**config.mk**
```make
export PLATFORM = sky130hd
export DESIGN_NAME = oci_dct_sequencer_flat
export DESIGN_NICKNAME = d
export VERILOG_FILES = /design/src/rtl/oci_dct_sequencer_pkg.sv /design/src/rtl/oci_dct_sequencer_if.sv /design/src/rtl/oci_dct_frame_slot.sv /design/src/rtl/oci_dct_sequencer.sv /design/src/flat_wrapper.sv
export SDC_FILE = /design/constraint.sdc
export NUM_CORES = 1
export LEC_CHECK = 0
export BUFFER_PORTS_ARGS = -buffer_cell sky130_fd_sc_hd__buf_2
export CAP_MARGIN = 15
export CORE_UTILIZATION = 58
export DETAILED_ROUTE_END_ITERATION = 16
export HOLD_SLACK_MARGIN = 0.06
export MAX_ROUTING_LAYER = met4
export PLACE_DENSITY = 0.82
export RECOVER_POWER = 50
export REMOVE_ABC_BUFFERS = 1
export SLEW_MARGIN = 20
export SYNTH_ARGS = -nofsm -noshare
export SYNTH_HDL_FRONTEND = slang
export SYNTH_SLANG_ARGS = --single-unit
```
**constraint.sdc**
```tcl
create_clock -name clk -period 5.7 [get_ports clk]
set_input_delay 1.14 -clock clk [delete_from_list [all_inputs] [get_ports clk]]
set_output_delay 1.14 -clock clk [all_outputs]
set_load 0.03 [all_outputs]
```
**src/rtl/oci_dct_sequencer_pkg.sv**
```systemverilog
// oci_dct_pkg: shared widths, atom codes and state enums for the DCT trace sequencer.
package oci_dct_pkg;
   localparam int ATOM_W = 2;
   localparam int DEPTH  = 15;
   localparam int CNT_W  = 4;
   localparam int BUF_W  = ATOM_W * DEPTH;
   localparam int FRM_W  = CNT_W + BUF_W;
   typedef enum logic [1:0] {DCT_NONE = 2'b00, DCT_NT = 2'b01, DCT_TK = 2'b10, DCT_IND = 2'b11} atom_code_t;
   typedef enum logic [1:0] {ACC_EMPTY, ACC_PART, ACC_FULL} acc_st_t;
   typedef enum logic {SLOT_EMPTY, SLOT_PEND} slot_st_t;
endpackage

```
**src/rtl/oci_dct_sequencer_if.sv**
```systemverilog
// oci_dct_sequencer_if: atom input and frame valid/ready bus of the DCT sequencer.
interface oci_dct_sequencer_if;
   import oci_dct_pkg::*;
   logic             atom_valid;
   atom_code_t       atom_code;
   logic             flush;
   logic             frm_valid;
   logic             frm_ready;
   logic [FRM_W-1:0] frm_data;
   modport master (output atom_valid, atom_code, flush, frm_ready, input frm_valid, frm_data);
   modport slave  (input atom_valid, atom_code, flush, frm_ready, output frm_valid, frm_data);
endinterface

```
**src/rtl/oci_dct_frame_slot.sv**
```systemverilog
// oci_dct_frame_slot: single-entry valid/ready holding register; can reload on the drain cycle.
module oci_dct_frame_slot
   import oci_dct_pkg::*;
(
   input  logic             clk,
   input  logic             reset_n,
   input  logic             i_load,
   input  logic [FRM_W-1:0] i_data,
   input  logic             i_ready,
   output logic             o_valid,
   output logic [FRM_W-1:0] o_data,
   output logic             o_free_next
);
   slot_st_t         r_st;
   slot_st_t         w_st_nxt;
   logic [FRM_W-1:0] r_data;
   assign o_valid     = r_st == SLOT_PEND;
   assign o_data      = r_data;
   assign o_free_next = !o_valid || i_ready;
   always_comb begin
      w_st_nxt = i_load ? SLOT_PEND : (o_valid && i_ready) ? SLOT_EMPTY : r_st;
   end
   always_ff @(posedge clk or negedge reset_n) begin
      if (!reset_n) begin
         r_st   <= SLOT_EMPTY;
         r_data <= '0;
      end else begin
         r_st <= w_st_nxt;
         if (i_load) r_data <= i_data;
      end
   end
endmodule

```
**src/rtl/oci_dct_sequencer.sv**
```systemverilog
// oci_dct_sequencer: packs 2-bit DCT atoms into 15-atom frames for the OCI trace FIFO.
// Define OCI_DCT_OVERFLOW_CNT_EN to add the saturating dropped-atom counter ovf_count.
module oci_dct_sequencer
   import oci_dct_pkg::*;
(
   input  logic               clk,
   input  logic               reset_n,
   oci_dct_sequencer_if.slave bus,
   output logic [BUF_W-1:0]   dct_buffer,
   output logic [CNT_W-1:0]   dct_count,
   output logic               overflow,
   output logic               busy
`ifdef OCI_DCT_OVERFLOW_CNT_EN
   ,
   output logic [7:0]         ovf_count
`endif
);
   acc_st_t          r_acc_st;
   acc_st_t          w_acc_nxt;
   logic [BUF_W-1:0] r_buf;
   logic [CNT_W-1:0] r_cnt;
   logic             r_flush_pend;
   logic             r_ovf;
   logic             w_atom, w_take, w_drop, w_close, w_load, w_free;
   logic [BUF_W-1:0] w_buf_nxt;
   logic [CNT_W-1:0] w_cnt_nxt;
   // close decisions use the accumulator as it will look after this cycle's atom
   always_comb begin
      w_atom    = bus.atom_valid && bus.atom_code != DCT_NONE;
      w_take    = w_atom && r_acc_st != ACC_FULL;
      w_drop    = w_atom && r_acc_st == ACC_FULL;
      w_buf_nxt = w_take ? {r_buf[BUF_W-ATOM_W-1:0], bus.atom_code} : r_buf;
      w_cnt_nxt = r_cnt + CNT_W'(w_take);
      w_close   = w_cnt_nxt == CNT_W'(DEPTH) || ((bus.flush || r_flush_pend) && w_cnt_nxt != '0);
      w_load    = w_close && w_free;
      w_acc_nxt = (w_load || w_cnt_nxt == '0) ? ACC_EMPTY :
                  (w_cnt_nxt == CNT_W'(DEPTH)) ? ACC_FULL : ACC_PART;
   end
   always_ff @(posedge clk or negedge reset_n) begin
      if (!reset_n) begin
         r_acc_st     <= ACC_EMPTY;
         r_buf        <= '0;
         r_cnt        <= '0;
         r_flush_pend <= 1'b0;
         r_ovf        <= 1'b0;
      end else begin
         r_acc_st     <= w_acc_nxt;
         r_buf        <= w_load ? '0 : w_buf_nxt;
         r_cnt        <= w_load ? '0 : w_cnt_nxt;
         r_flush_pend <= !w_load && (r_flush_pend || (bus.flush && w_cnt_nxt != '0));
         r_ovf        <= w_drop;
      end
   end
   oci_dct_frame_slot u_slot (
      .clk         (clk),
      .reset_n     (reset_n),
      .i_load      (w_load),
      .i_data      ({w_cnt_nxt, w_buf_nxt}),
      .i_ready     (bus.frm_ready),
      .o_valid     (bus.frm_valid),
      .o_data      (bus.frm_data),
      .o_free_next (w_free)
   );
   assign dct_buffer = r_buf;
   assign dct_count  = r_cnt;
   assign overflow   = r_ovf;
   assign busy       = r_cnt != '0 || bus.frm_valid;
`ifdef OCI_DCT_OVERFLOW_CNT_EN
   logic [7:0] r_ovf_cnt;
   always_ff @(posedge clk or negedge reset_n) begin
      if (!reset_n) r_ovf_cnt <= '0;
      else if (w_drop && r_ovf_cnt != 8'hFF) r_ovf_cnt <= r_ovf_cnt + 8'd1;
   end
   assign ovf_count = r_ovf_cnt;
`endif
endmodule

```
**src/flat_wrapper.sv**
```systemverilog
// flat-port wrapper written by rule: the top's interface ports become plain ports
module oci_dct_sequencer_flat import oci_dct_pkg::*;
  (clk, reset_n, dct_buffer, dct_count, overflow, busy, bus_atom_valid, bus_atom_code, bus_flush, bus_frm_ready, bus_frm_valid, bus_frm_data);
  oci_dct_sequencer_if bus_i ();
  input  logic clk;
  input  logic reset_n;
  output logic [BUF_W-1:0] dct_buffer;
  output logic [CNT_W-1:0] dct_count;
  output logic overflow;
  output logic busy;
  input wire logic [$bits(bus_i.atom_valid)-1:0] bus_atom_valid;
  input wire logic [$bits(bus_i.atom_code)-1:0] bus_atom_code;
  input wire logic [$bits(bus_i.flush)-1:0] bus_flush;
  input wire logic [$bits(bus_i.frm_ready)-1:0] bus_frm_ready;
  output wire logic [$bits(bus_i.frm_valid)-1:0] bus_frm_valid;
  output wire logic [$bits(bus_i.frm_data)-1:0] bus_frm_data;
  assign bus_i.atom_valid = bus_atom_valid;
  assign bus_i.atom_code = bus_atom_code;
  assign bus_i.flush = bus_flush;
  assign bus_i.frm_ready = bus_frm_ready;
  assign bus_frm_valid = bus_i.frm_valid;
  assign bus_frm_data = bus_i.frm_data;
  oci_dct_sequencer u_core (.clk(clk), .reset_n(reset_n), .bus(bus_i), .dct_buffer(dct_buffer), .dct_count(dct_count), .overflow(overflow), .busy(busy));
endmodule
```
==> flow_summary_export.csv, run 1 <==
group,metric,value,unit
place,place_ws,759,ps
worst_setup_path,path_buf_inv,3,
worst_setup_path,end_kind,"flop",
place,place_hpwl,4980,um
power,intPower,1.37,mW
yosys,yosysSeqAreaShare,50.8,%
timing,grt_setup_unrepaired,"no",
timing,tns,0,ps
grt,track_usage,27.8,%
detailed_routing,post_drt_wl_per_cell,17.3,um
detailed_routing,drt_iter0_drc,236,
cells_and_area,nFillCells,487,
grt,overflow,0,
timing,clock.fmax,214,MHz
floorplanning,ios,78,
power,power_density,615,nW/um^2
worst_setup_path,cp.depth,11,
outcome,status,"complete, but fails checks",
cells_and_area,final-seq-area,1830,um^2
outcome,failed_checks,"max-capacitance violations, max-slew violations",
floorplanning,rows,28,
timing,maxSlewViolCount,74,
floorplanning,initial_core_util,60.3,%
timing,setup_viol,0,
detailed_routing,drt-total-wl,8390,um
detailed_routing,drc,0,
detailed_routing,firstDrtPassIters,4,
clock_network,clk_pin_slew,80,ps
timing,layout_setup_ws,1030,ps
worst_setup_path,crit_start,"bus_atom_valid",
floorplanning,fp.dieH,80.7,um
worst_setup_path,cp.required,5960,ps
job,maxCapViolCount,1,
power,total_power,2.54,mW
worst_setup_path,path_common_cell,"ha_1",
worst_setup_path,cp_max_fo,43,
grt,grt_pass1_wl,13300,um
clock_network,cts_buffers,9,
worst_setup_path,max_stage_delay,810,ps
yosys,ys_types,40,
timing,clock_skew,10.1,ps
yosys,yosysWarnings,0,
clock_network,cts_resized,0,
min_path,hold_path_depth,1,
power,clkPwrFrac,19.0,%
cells_and_area,nNetsFinal,413,
place,place.gp.congestion,0.858,
min_path,hp-class,"reg -> reg",
power,power_frac_seq,31.9,%
clock_network,clock_path_buffers,2,
min_path,hp-start,"u_core.r_flush_pend$_DFF_PN0_",
yosys,synth-async-reset-ratio,100,%
clock_network,clk_latency,340,ps
detailed_routing,via_per_inst,6.32,
worst_setup_path,timing.rr.start,"u_core.r_acc_st[0]$_DFF_PN0_",
power,leakage,1.95,nW
grt,grt_max_degree,74,
detailed_routing,ant_nets,0,
cells_and_area,drive_above_1_share,20.8,%
yosys,synth_top_flop_cell,"dfrtp_1",
yosys,synth_edf_count,0,
worst_setup_path,path_cells,"clkbuf_1, o21a_1, nand2_2, inv_1, ha_1, ha_1, and2b_1, nand4_4, a211o_2, buf_4, a22oi_1",
cells_and_area,diodes,0,
floorplanning,core_area,5960,um^2
yosys,synth-seq-cells,73,
worst_setup_path,critPathTopFamily,"compound AO/OA/AOI/OAI gates",
grt,grt_pass1_vias,2696,
timing,hold_slack,494,ps
cells_and_area,multi_input_area,1580,um^2
clock_network,cts_tree,"built",
place,port_buffers,77,
power,peakVddDrop,0.393,mV
worst_setup_path,cp_slowest_cell,"a211o_2",
yosys,synth_top_area_cell,"dfrtp_1",
floorplanning,die_area,6510,um^2
detailed_routing,vias,3061,
grt,antenna_found_initial,0,
power,p_comb_share,49.2,%
yosys,synth_top_cell_area_share,50.8,%
timing,max-slew-margin-rel,-153,%
yosys,syn_area,3590,um^2
worst_setup_path,start_kind,"input port",
power,power.switching,1.17,mW
clock_network,ctsRootBufferMaster,"clkbuf_8",
power,switching_share,46.2,%
timing,tightest_slew,3800,ps
clock_network,h-tree-depth,3,
yosys,avgSynthCellArea,10.2,um^2
timing,final-hold-violation-count,0,
yosys,synthCells,351,
worst_setup_path,critPathKind,"in -> reg",
timing,fin_crit_sh,81.9,%
yosys,synth_area_leaders,"dfrtp_1, a21oi_1, a22oi_1",
worst_setup_path,reg2reg_depth,10,
timing,layout_min_cycle_time,4670,ps
clock_network,cts_setup_buffers,0,
cells_and_area,syn2layout_area_growth,14.9,%
floorplanning,fp.dieW,80.7,um
clock_network,clock_sinks,73,
worst_setup_path,crit_arrival,4930,ps
clock_network,cts_hold_buf,0,
==> area by class of cell <==
cell class                      count  area share [%]
Sequential cell                    73            44.3
Timing Repair Buffer               83            9.34
Clock inverter                      5            2.52
Inverter                            2           0.182
Multi-Input combinational cell    235            38.3
Clock buffer                       11            3.18
Tap cell                           75            2.27
==> synth_stat cells (2+ instances only) <==
master / number
dfrtp_1: 73
nand2_1: 4
inv_1: 2
ha_1: 2
a211oi_1: 31
buf_4: 2
nor2_1: 4
buf_2: 11
a21boi_0: 3
clkbuf_1: 25
and2_1: 3
a22oi_1: 32
nor2b_1: 2
buf_6: 3
a21oi_1: 85
a21oi_2: 10
and3_1: 31
nor3_1: 4
nand2b_1: 3
==> power groups by stage <==
stage | Sequential (mW) | Clock [mW] | Combinational [mW]
6_report | 0.809 | 0.482 | 1.25
5_1_grt | 0.830 | 0.508 | 1.35
4_1_cts | 0.804 | 0.488 | 1.29
3_5_place_dp | 0.811 | 0 | 1.29
3_3_place_gp | 0.805 | 0 | 1.25
2_1_floorplan | 1.11 | 0 | 0.612
==> layout by cell type (no fill, tap or decap), types with 2 or more instances in the layout <==
cell       synthesis  final
ha_1               2      2
a211oi_1          31     31
bufinv_16          0      3
dfrtp_1           73     73
buf_2             11     41
nor2_1             4      4
clkbuf_1          25     38
clkbuf_8           0      9
a21boi_0           3      3
a21oi_1           85     85
and2_1             3      3
buf_4              2      6
nand2_1            4      3
and3_1            31     31
a21oi_2           10     10
nor3_1             4      3
a22oi_1           32     32
nand2b_1           3      2
inv_1              2      2
==> path summary, 6_finish.rpt <==
| check | slack [ps] | end |
|---|---|---|
| setup / recovery | 1030 | u_core.u_slot.o_data[26]$_DFFE_PN0P_ |
| hold / removal | 490 | u_core.r_flush_pend$_DFF_PN0_ |
| setup reg to reg | 1580 | u_core.u_slot.o_data[26]$_DFFE_PN0P_ |
| hold reg to reg | 490 | u_core.r_flush_pend$_DFF_PN0_ |
| max in group asynchronous | 1460 | u_core.u_slot.o_data[5]$_DFFE_PN0P_ |
| min in group asynchronous | 2090 | u_core.u_slot.o_data[27]$_DFFE_PN0P_ |
==> sequential cells by signal, summed over array words and instances, names as in the netlist <==
signal / count
u_core.u_slot.o_valid: 1
u_core.r_flush_pend: 1
u_core.overflow: 1
u_core.u_slot.o_data: 34
u_core.dct_count: 4
u_core.r_acc_st: 2
u_core.dct_buffer: 30
==> metrics by stage <==
step	std cells	util, %	cell area (um^2)
floorplan	310	-	3400
global placement	468	66.2	3940
detailed placement	468	66.2	3940
CTS	484	70.1	4180
global route	484	69.3	4130
finish	484	69.3	4130
==> logic make-up (layout without fill, tap and decap cells) <==
group	count (synthesis)	count (layout)	share of synthesized area, %
and+or+nand+nor	57	57	10.3
buffers and inverters	43	101	5.71
adders and majority gates	2	2	0.696
xor gates and xnor gates	2	2	0.488
AOI/OAI and AO/OA	174	174	32.0
DFF	73	73	50.8
==> per-layer routing <==
metal / GRT usage, % / vias to the layer above / share of wire [%]
met1: 38.6 / 1514 / 45
met2: 41.3 / 95 / 49
met4: 10.4 / 0 / 0.88
met5: - / - / 0
met3: 4.20 / 7 / 5.3
li1: - / 1445 / -
Power figures use the tool's default switching activity.
==> run 2: changes to the inputs <==
--- a/config.mk
+++ b/config.mk
@@ -7,11 +7,11 @@
 export LEC_CHECK = 0
 export BUFFER_PORTS_ARGS = -buffer_cell sky130_fd_sc_hd__buf_2
 export CAP_MARGIN = 15
-export CORE_UTILIZATION = 58
+export CORE_UTILIZATION = 49
 export DETAILED_ROUTE_END_ITERATION = 16
 export HOLD_SLACK_MARGIN = 0.06
 export MAX_ROUTING_LAYER = met4
-export PLACE_DENSITY = 0.82
+export PLACE_DENSITY = 0.74
 export RECOVER_POWER = 50
 export REMOVE_ABC_BUFFERS = 1
 export SLEW_MARGIN = 20
==> constraint.sdc (replaced) <==
create_clock -name clk -period 3.9 [get_ports clk]
set_input_delay 0.78 -clock clk [delete_from_list [all_inputs] [get_ports clk]]
set_output_delay 0.78 -clock clk [all_outputs]
set_load 0.03 [all_outputs]
==> run 2 against run 1 <==
Against the previous run: the run still ends with max-capacitance violations, max-slew violations left; core utilization fell by 9.5 points; sequential power rose by 47%; non-clock buffer count rose by 4; worst hold slack improved by 5.1 ps.
==> flow_summary_export.csv, run 2 (synthesized netlist as in run 1, its figures left out) <==
group,metric,value,unit
place,port_buffers,77,
worst_setup_path,crit_start,"bus_atom_code[1]",
cells_and_area,final_area,4150,um^2
grt,track_usage,24.4,%
place,place_hpwl,5230,um
min_path,hp-start,"u_core.r_flush_pend$_DFF_PN0_",
grt,grt_max_degree,74,
cells_and_area,syn2layout_area_growth,15.6,%
grt,grt_use_met3,4.71,%
power,power_density,870,nW/um^2
clock_network,ctsRootBufferMaster,"clkbuf_8",
clock_network,clock_path_buffers,2,
timing,clock_skew,9.43,ps
clock_network,clock_sinks,73,
floorplanning,initial_core_util,51.7,%
clock_network,cts_setup_buffers,0,
power,p_comb_share,51.0,%
cells_and_area,final_common_cell,"a21oi_1",
min_path,hp-class,"reg -> reg",
power,leakage,1.95,nW
timing,setup_viol,0,
timing,maxSlewViolCount,74,
power,intPower,1.91,mW
clock_network,clk_latency,350,ps
detailed_routing,ant_nets,0,
cells_and_area,diodes,0,
worst_setup_path,cp_max_fo,19,
grt,grt_pass1_vias,2883,
cells_and_area,drive_above_1_share,22.1,%
floorplanning,ios,78,
floorplanning,die_area,7680,um^2
worst_setup_path,cp.required,4150,ps
timing,final-hold-violation-count,0,
timing,grt_setup_unrepaired,"no",
floorplanning,fp.dieH,87.6,um
clock_network,clk_pin_slew,80,ps
worst_setup_path,crit_arrival,3450,ps
timing,clock.fmax,313,MHz
grt,overflow,0,
timing,tightest_slew,1780,ps
place,dpl.cell_count,493,
detailed_routing,drt-total-wl,8550,um
clock_network,cts_tree,"built",
clock_network,cts_resized,0,
timing,layout_min_cycle_time,3200,ps
outcome,failed_checks,"max-capacitance violations, max-slew violations",
clock_network,h-tree-depth,3,
outcome,status,"complete, but fails checks",
cells_and_area,layout_common_cells,"a21oi_1, dfrtp_1, buf_2, clkbuf_1, a22oi_1",
power,total_power,3.62,mW
floorplanning,core_area,6940,um^2
power,peakVddDrop,0.408,mV
cells_and_area,nFillCells,613,
cells_and_area,nNetsFinal,417,
detailed_routing,via_per_inst,5.99,
worst_setup_path,timing.rr.start,"u_core.r_acc_st[0]$_DFF_PN0_",
grt,grtUsageMet2,38.5,%
cells_and_area,fin_util,59.8,%
timing,fin_crit_sh,82.0,%
worst_setup_path,end_kind,"flop",
power,switching_share,47.3,%
cells_and_area,final-seq-area,1830,um^2
worst_setup_path,start_kind,"input port",
job,maxCapViolCount,1,
detailed_routing,firstDrtPassIters,4,
grt,grt_use_met1,31.5,%
cells_and_area,fin_cells,508,
place,place_area,4010,um^2
clock_network,cts_buffers,9,
detailed_routing,drc,0,
clock_network,cts_hold_buf,0,
power,power_frac_seq,32.8,%
timing,max-slew-margin-rel,-18.6,%
grt,grt.busiest_layer,"met2",
detailed_routing,vias,3042,
detailed_routing,drt_iter0_drc,292,
grt,antenna_found_initial,0,
power,clkPwrFrac,16.2,%
place,place.gp.congestion,0.795,
cells_and_area,largest_register_ffs,34,
cells_and_area,multi_input_area,1580,um^2
worst_setup_path,critPathKind,"in -> reg",
detailed_routing,post_drt_wl_per_cell,16.8,um
grt,grt_pass1_wl,14000,um
floorplanning,fp.dieW,87.6,um
floorplanning,rows,30,
power,power.switching,1.71,mW
-- run 2: changes by cell type in the layout (fill, tap and decap cells not counted) --
cell        delta
buf_12         +1
buf_2          +1
buf_4          +2
bufinv_16      -2
clkbuf_1       -3
clkbuf_2       +1
clkbuf_8       +1
clkinv_2       +1
clkinvlp_4     +1
-- run 2: worst paths after layout --
path / endpoint / slack, ps / cells after the start
setup / recovery: u_core.u_slot.o_data[30]$_DFFE_PN0P_ / 700 / 11
hold / removal: u_core.r_flush_pend$_DFF_PN0_ / 500 / 1
setup reg to reg: u_core.u_slot.o_data[30]$_DFFE_PN0P_ / 950 / 10
hold reg to reg: u_core.r_flush_pend$_DFF_PN0_ / 500 / 1
max in group asynchronous: u_core.u_slot.o_data[7]$_DFFE_PN0P_ / 1930 / 1
min in group asynchronous: u_core.u_slot.o_data[17]$_DFFE_PN0P_ / 900 / 1
-- run 2: layout make-up --
type                       count  share of cell area (%)
tap                           96                    2.89
timing repair buffer          87                    10.3
inverter                       2                   0.181
sequential                    73                    44.0
clock inverter                 5                    1.36
clock buffer                  10                    3.31
multi-input combinational    235                    38.0
-- run 2: metrics by stage --
step / hold slack [ps] / setup WS, ps / setup TNS (ps)
after floorplan: 461 / -1320 / -87480
after global placement: 474 / 462 / 0
after detailed placement: 483 / 371 / 0
after CTS: 501 / 740 / 0
after global routing: 540 / 585 / 0
final: 499 / 700 / 0
-- run 2: layer usage --
layer	vias to the layer above	routed length (um)
li1	1443	-
met5	-	0
met2	115	4100
met1	1474	3820
met4	0	125
met3	10	506
-- run 2: worst max-delay path, stage by stage --
cell      delay (ps)
buf_2            110
o21a_1           220
nand2_2           80
inv_1             40
ha_1             250
ha_1             430
nand4b_1         150
a21boi_0         160
o21ai_2          630
buf_4            360
a21bo_2          240
-- run 2: power by group through the flow --
| stage | logic, mW | registers (mW) | clock network [mW] |
|---|---|---|---|
| after global placement | 1.88 | 1.19 | 0 |
| after CTS | 1.90 | 1.18 | 0.598 |
| after global routing | 2.02 | 1.22 | 0.622 |
| after detailed placement | 1.91 | 1.19 | 0 |
| final | 1.84 | 1.19 | 0.586 |
| after floorplan | 0.895 | 1.62 | 0 |
==> run 3: changes to the inputs <==
--- a/config.mk
+++ b/config.mk
@@ -7,11 +7,11 @@
 export LEC_CHECK = 0
 export BUFFER_PORTS_ARGS = -buffer_cell sky130_fd_sc_hd__buf_2
 export CAP_MARGIN = 15
-export CORE_UTILIZATION = 49
+export CORE_UTILIZATION = 54
 export DETAILED_ROUTE_END_ITERATION = 16
 export HOLD_SLACK_MARGIN = 0.06
 export MAX_ROUTING_LAYER = met4
-export PLACE_DENSITY = 0.74
+export PLACE_DENSITY = 0.77
 export RECOVER_POWER = 50
 export REMOVE_ABC_BUFFERS = 1
 export SLEW_MARGIN = 20
==> constraint.sdc (replaced) <==
create_clock -name clk -period 3.2 [get_ports clk]
set_input_delay 0.64 -clock clk [delete_from_list [all_inputs] [get_ports clk]]
set_output_delay 0.64 -clock clk [all_outputs]
set_load 0.03 [all_outputs]
==> run 3 against run 2 <==
Against the previous run: flip-flop and latch count unchanged; non-clock buffer count increased by 3; via count increased by 2.5%; register-to-register slack got worse by 490 ps; cell count decreased by 3.0%; largest cell class unchanged; setup slack got worse by 290 ps; die area decreased by 9.1%; first-iteration DRC count decreased by 20%; combinational power increased by 26%; the flow still finishes with violations (max-capacitance violations, max-slew violations).
==> flow_summary_export.csv, run 3 (synthesized netlist as in run 1, its figures left out) <==
group,metric,value,unit
timing,clock_skew,8.20,ps
clock_network,clk_pin_slew,80,ps
clock_network,clock_sinks,73,
clock_network,ctsRootBufferMaster,"clkbuf_8",
grt,grt_pass1_wl,14200,um
power,intPower,2.27,mW
place,place.gp.congestion,0.870,
cells_and_area,drive_above_1_share,22.6,%
power,power_density,1060,nW/um^2
cells_and_area,diodes,0,
timing,max-slew-margin-rel,-17.6,%
detailed_routing,drt_iter0_drc,235,
detailed_routing,drc,0,
cells_and_area,final_common_cell,"a21oi_1",
cells_and_area,nNetsFinal,420,
timing,fin_crit_sh,87.3,%
grt,grt_pass1_vias,2806,
clock_network,cts_resized,0,
floorplanning,rows,29,
worst_setup_path,max_stage_delay,850,ps
detailed_routing,vias,3119,
place,dpl.cell_count,477,
timing,tightest_slew,1760,ps
power,switching_share,48.6,%
worst_setup_path,crit_arrival,3060,ps
place,place_hpwl,5200,um
floorplanning,core_area,6390,um^2
timing,hold_slack,511,ps
cells_and_area,layout_common_cells,"a21oi_1, dfrtp_1, buf_2, clkbuf_1, a22oi_1",
worst_setup_path,cp_slowest_cell,"nor3_2",
clock_network,cts_tree,"built",
cells_and_area,syn2layout_area_growth,15.3,%
worst_setup_path,start_kind,"input port",
worst_setup_path,r2r_end,"u_core.u_slot.o_data[6]$_DFFE_PN0P_",
timing,maxSlewViolCount,74,
grt,grt_max_degree,74,
timing,setup_viol,0,
power,clkPwrFrac,14.6,%
clock_network,clk_latency,350,ps
floorplanning,fp.dieW,83.6,um
power,leakage,1.95,nW
min_path,hp-start,"u_core.u_slot.o_data[30]$_DFFE_PN0P_",
worst_setup_path,path_common_cell,"ha_1",
timing,clock.fmax,358,MHz
detailed_routing,ant_nets,0,
grt,antenna_found_initial,0,
clock_network,cts_setup_buffers,0,
outcome,status,"complete, but fails checks",
detailed_routing,firstDrtPassIters,4,
timing,layout_min_cycle_time,2790,ps
worst_setup_path,critPathKind,"in -> reg",
min_path,hold_path_depth,1,
worst_setup_path,cp_max_fo,19,
power,power.switching,2.14,mW
worst_setup_path,r2r_slack,460,ps
worst_setup_path,reg2reg_depth,10,
place,port_buffers,77,
clock_network,cts_hold_buf,0,
worst_setup_path,end_kind,"flop",
min_path,hold-path-endpoint,"u_core.u_slot.o_data[30]$_DFFE_PN0P_",
clock_network,cts_buffers,9,
clock_network,clock_path_buffers,2,
floorplanning,fp.dieH,83.6,um
clock_network,h-tree-depth,3,
detailed_routing,post_drt_wl_per_cell,17.6,um
min_path,hp-class,"reg -> reg",
cells_and_area,fin_cells,493,
cells_and_area,fin_util,64.9,%
floorplanning,ios,78,
grt,track_usage,26.2,%
cells_and_area,largest_register_ffs,34,
power,power_frac_seq,32.8,%
worst_setup_path,timing.rr.start,"u_core.r_acc_st[1]$_DFF_PN0_",
timing,final-hold-violation-count,0,
power,p_comb_share,52.5,%
detailed_routing,drt-total-wl,8670,um
floorplanning,initial_core_util,56.3,%
detailed_routing,via_per_inst,6.33,
timing,grt_setup_unrepaired,"no",
worst_setup_path,cp.required,3460,ps
floorplanning,die_area,6980,um^2
power,peakVddDrop,0.704,mV
worst_setup_path,path_cells,"buf_2, o21a_1, nand2_2, inv_1, ha_1, ha_1, nor4_2, nor3_2, buf_12, a21oi_1, a22oi_1",
job,maxCapViolCount,1,
grt,overflow,0,
outcome,failed_checks,"max-capacitance violations, max-slew violations",
-- run 3: changes by cell type in the layout (fill, tap and decap cells not counted), sizes merged --
| cell | delta |
|---|---|
| clkinvlp | +3 |
| clkinv | -2 |
| buf | +3 |
| bufinv | -1 |
| inv | +1 |
-- run 3: through the flow --
stage | setup slack (ps) | TNS [ps] | area [um^2] | power, mW
final | 407 | 0 | 4140 | 4.41
after global routing | 211 | 0 | 4140 | 4.69
after CTS | 397 | 0 | 4190 | 4.48
after detailed placement | 41.6 | 0 | 4020 | 3.83
after global placement | 150 | 0 | 4020 | 3.78
after floorplan | -1880 | -127210 | 3400 | 3.07
-- run 3: power groups by stage --
stage	registers [mW]	logic [mW]	clock network, mW
4_1_cts	1.44	2.38	0.655
2_1_floorplan	1.98	1.09	0
3_3_place_gp	1.45	2.33	0
6_report	1.45	2.32	0.645
3_5_place_dp	1.45	2.38	0
5_1_grt	1.49	2.51	0.693
-- run 3: worst max path at each step --
stage	cells past startpoint	slack [ps]	endpoint	startpoint
after floorplan	9	-1880	u_core.u_slot.o_data[0]$_DFFE_PN0P_	bus_atom_code[1]
after global placement	11	150	u_core.u_slot.o_data[19]$_DFFE_PN0P_	bus_atom_valid
after detailed placement	11	40	u_core.u_slot.o_data[9]$_DFFE_PN0P_	bus_atom_valid
after CTS	11	400	u_core.u_slot.o_data[9]$_DFFE_PN0P_	bus_atom_valid
after global routing	11	210	u_core.u_slot.o_data[9]$_DFFE_PN0P_	bus_atom_valid
final	11	410	u_core.u_slot.o_data[6]$_DFFE_PN0P_	bus_atom_valid
-- run 3: cell type report --
cell class | instances | area (um^2)
Multi-Input combinational cell | 235 | 1580
Sequential cell | 73 | 1830
Tap cell | 77 | 96.3
Clock inverter | 6 | 43.8
Clock buffer | 10 | 128
Fill cell | 567 | 2240
Inverter | 2 | 7.51
Timing Repair Buffer | 90 | 462
-- run 3: worst max-delay path, delay by kind of cell --
kind | cells | cell delay [ps]
AOI/OAI and AO/OA | 3 | 430
and+or+nand+nor | 3 | 1030
buffers and inverters | 3 | 390
adders and majority gates | 2 | 560
-- run 3: layer usage --
metal  global-route usage (%)  wire, um
met1                     35.8      3950
met2                     40.0      4210
met3                     4.75       430
met4                     8.17        84
met5                        -         0
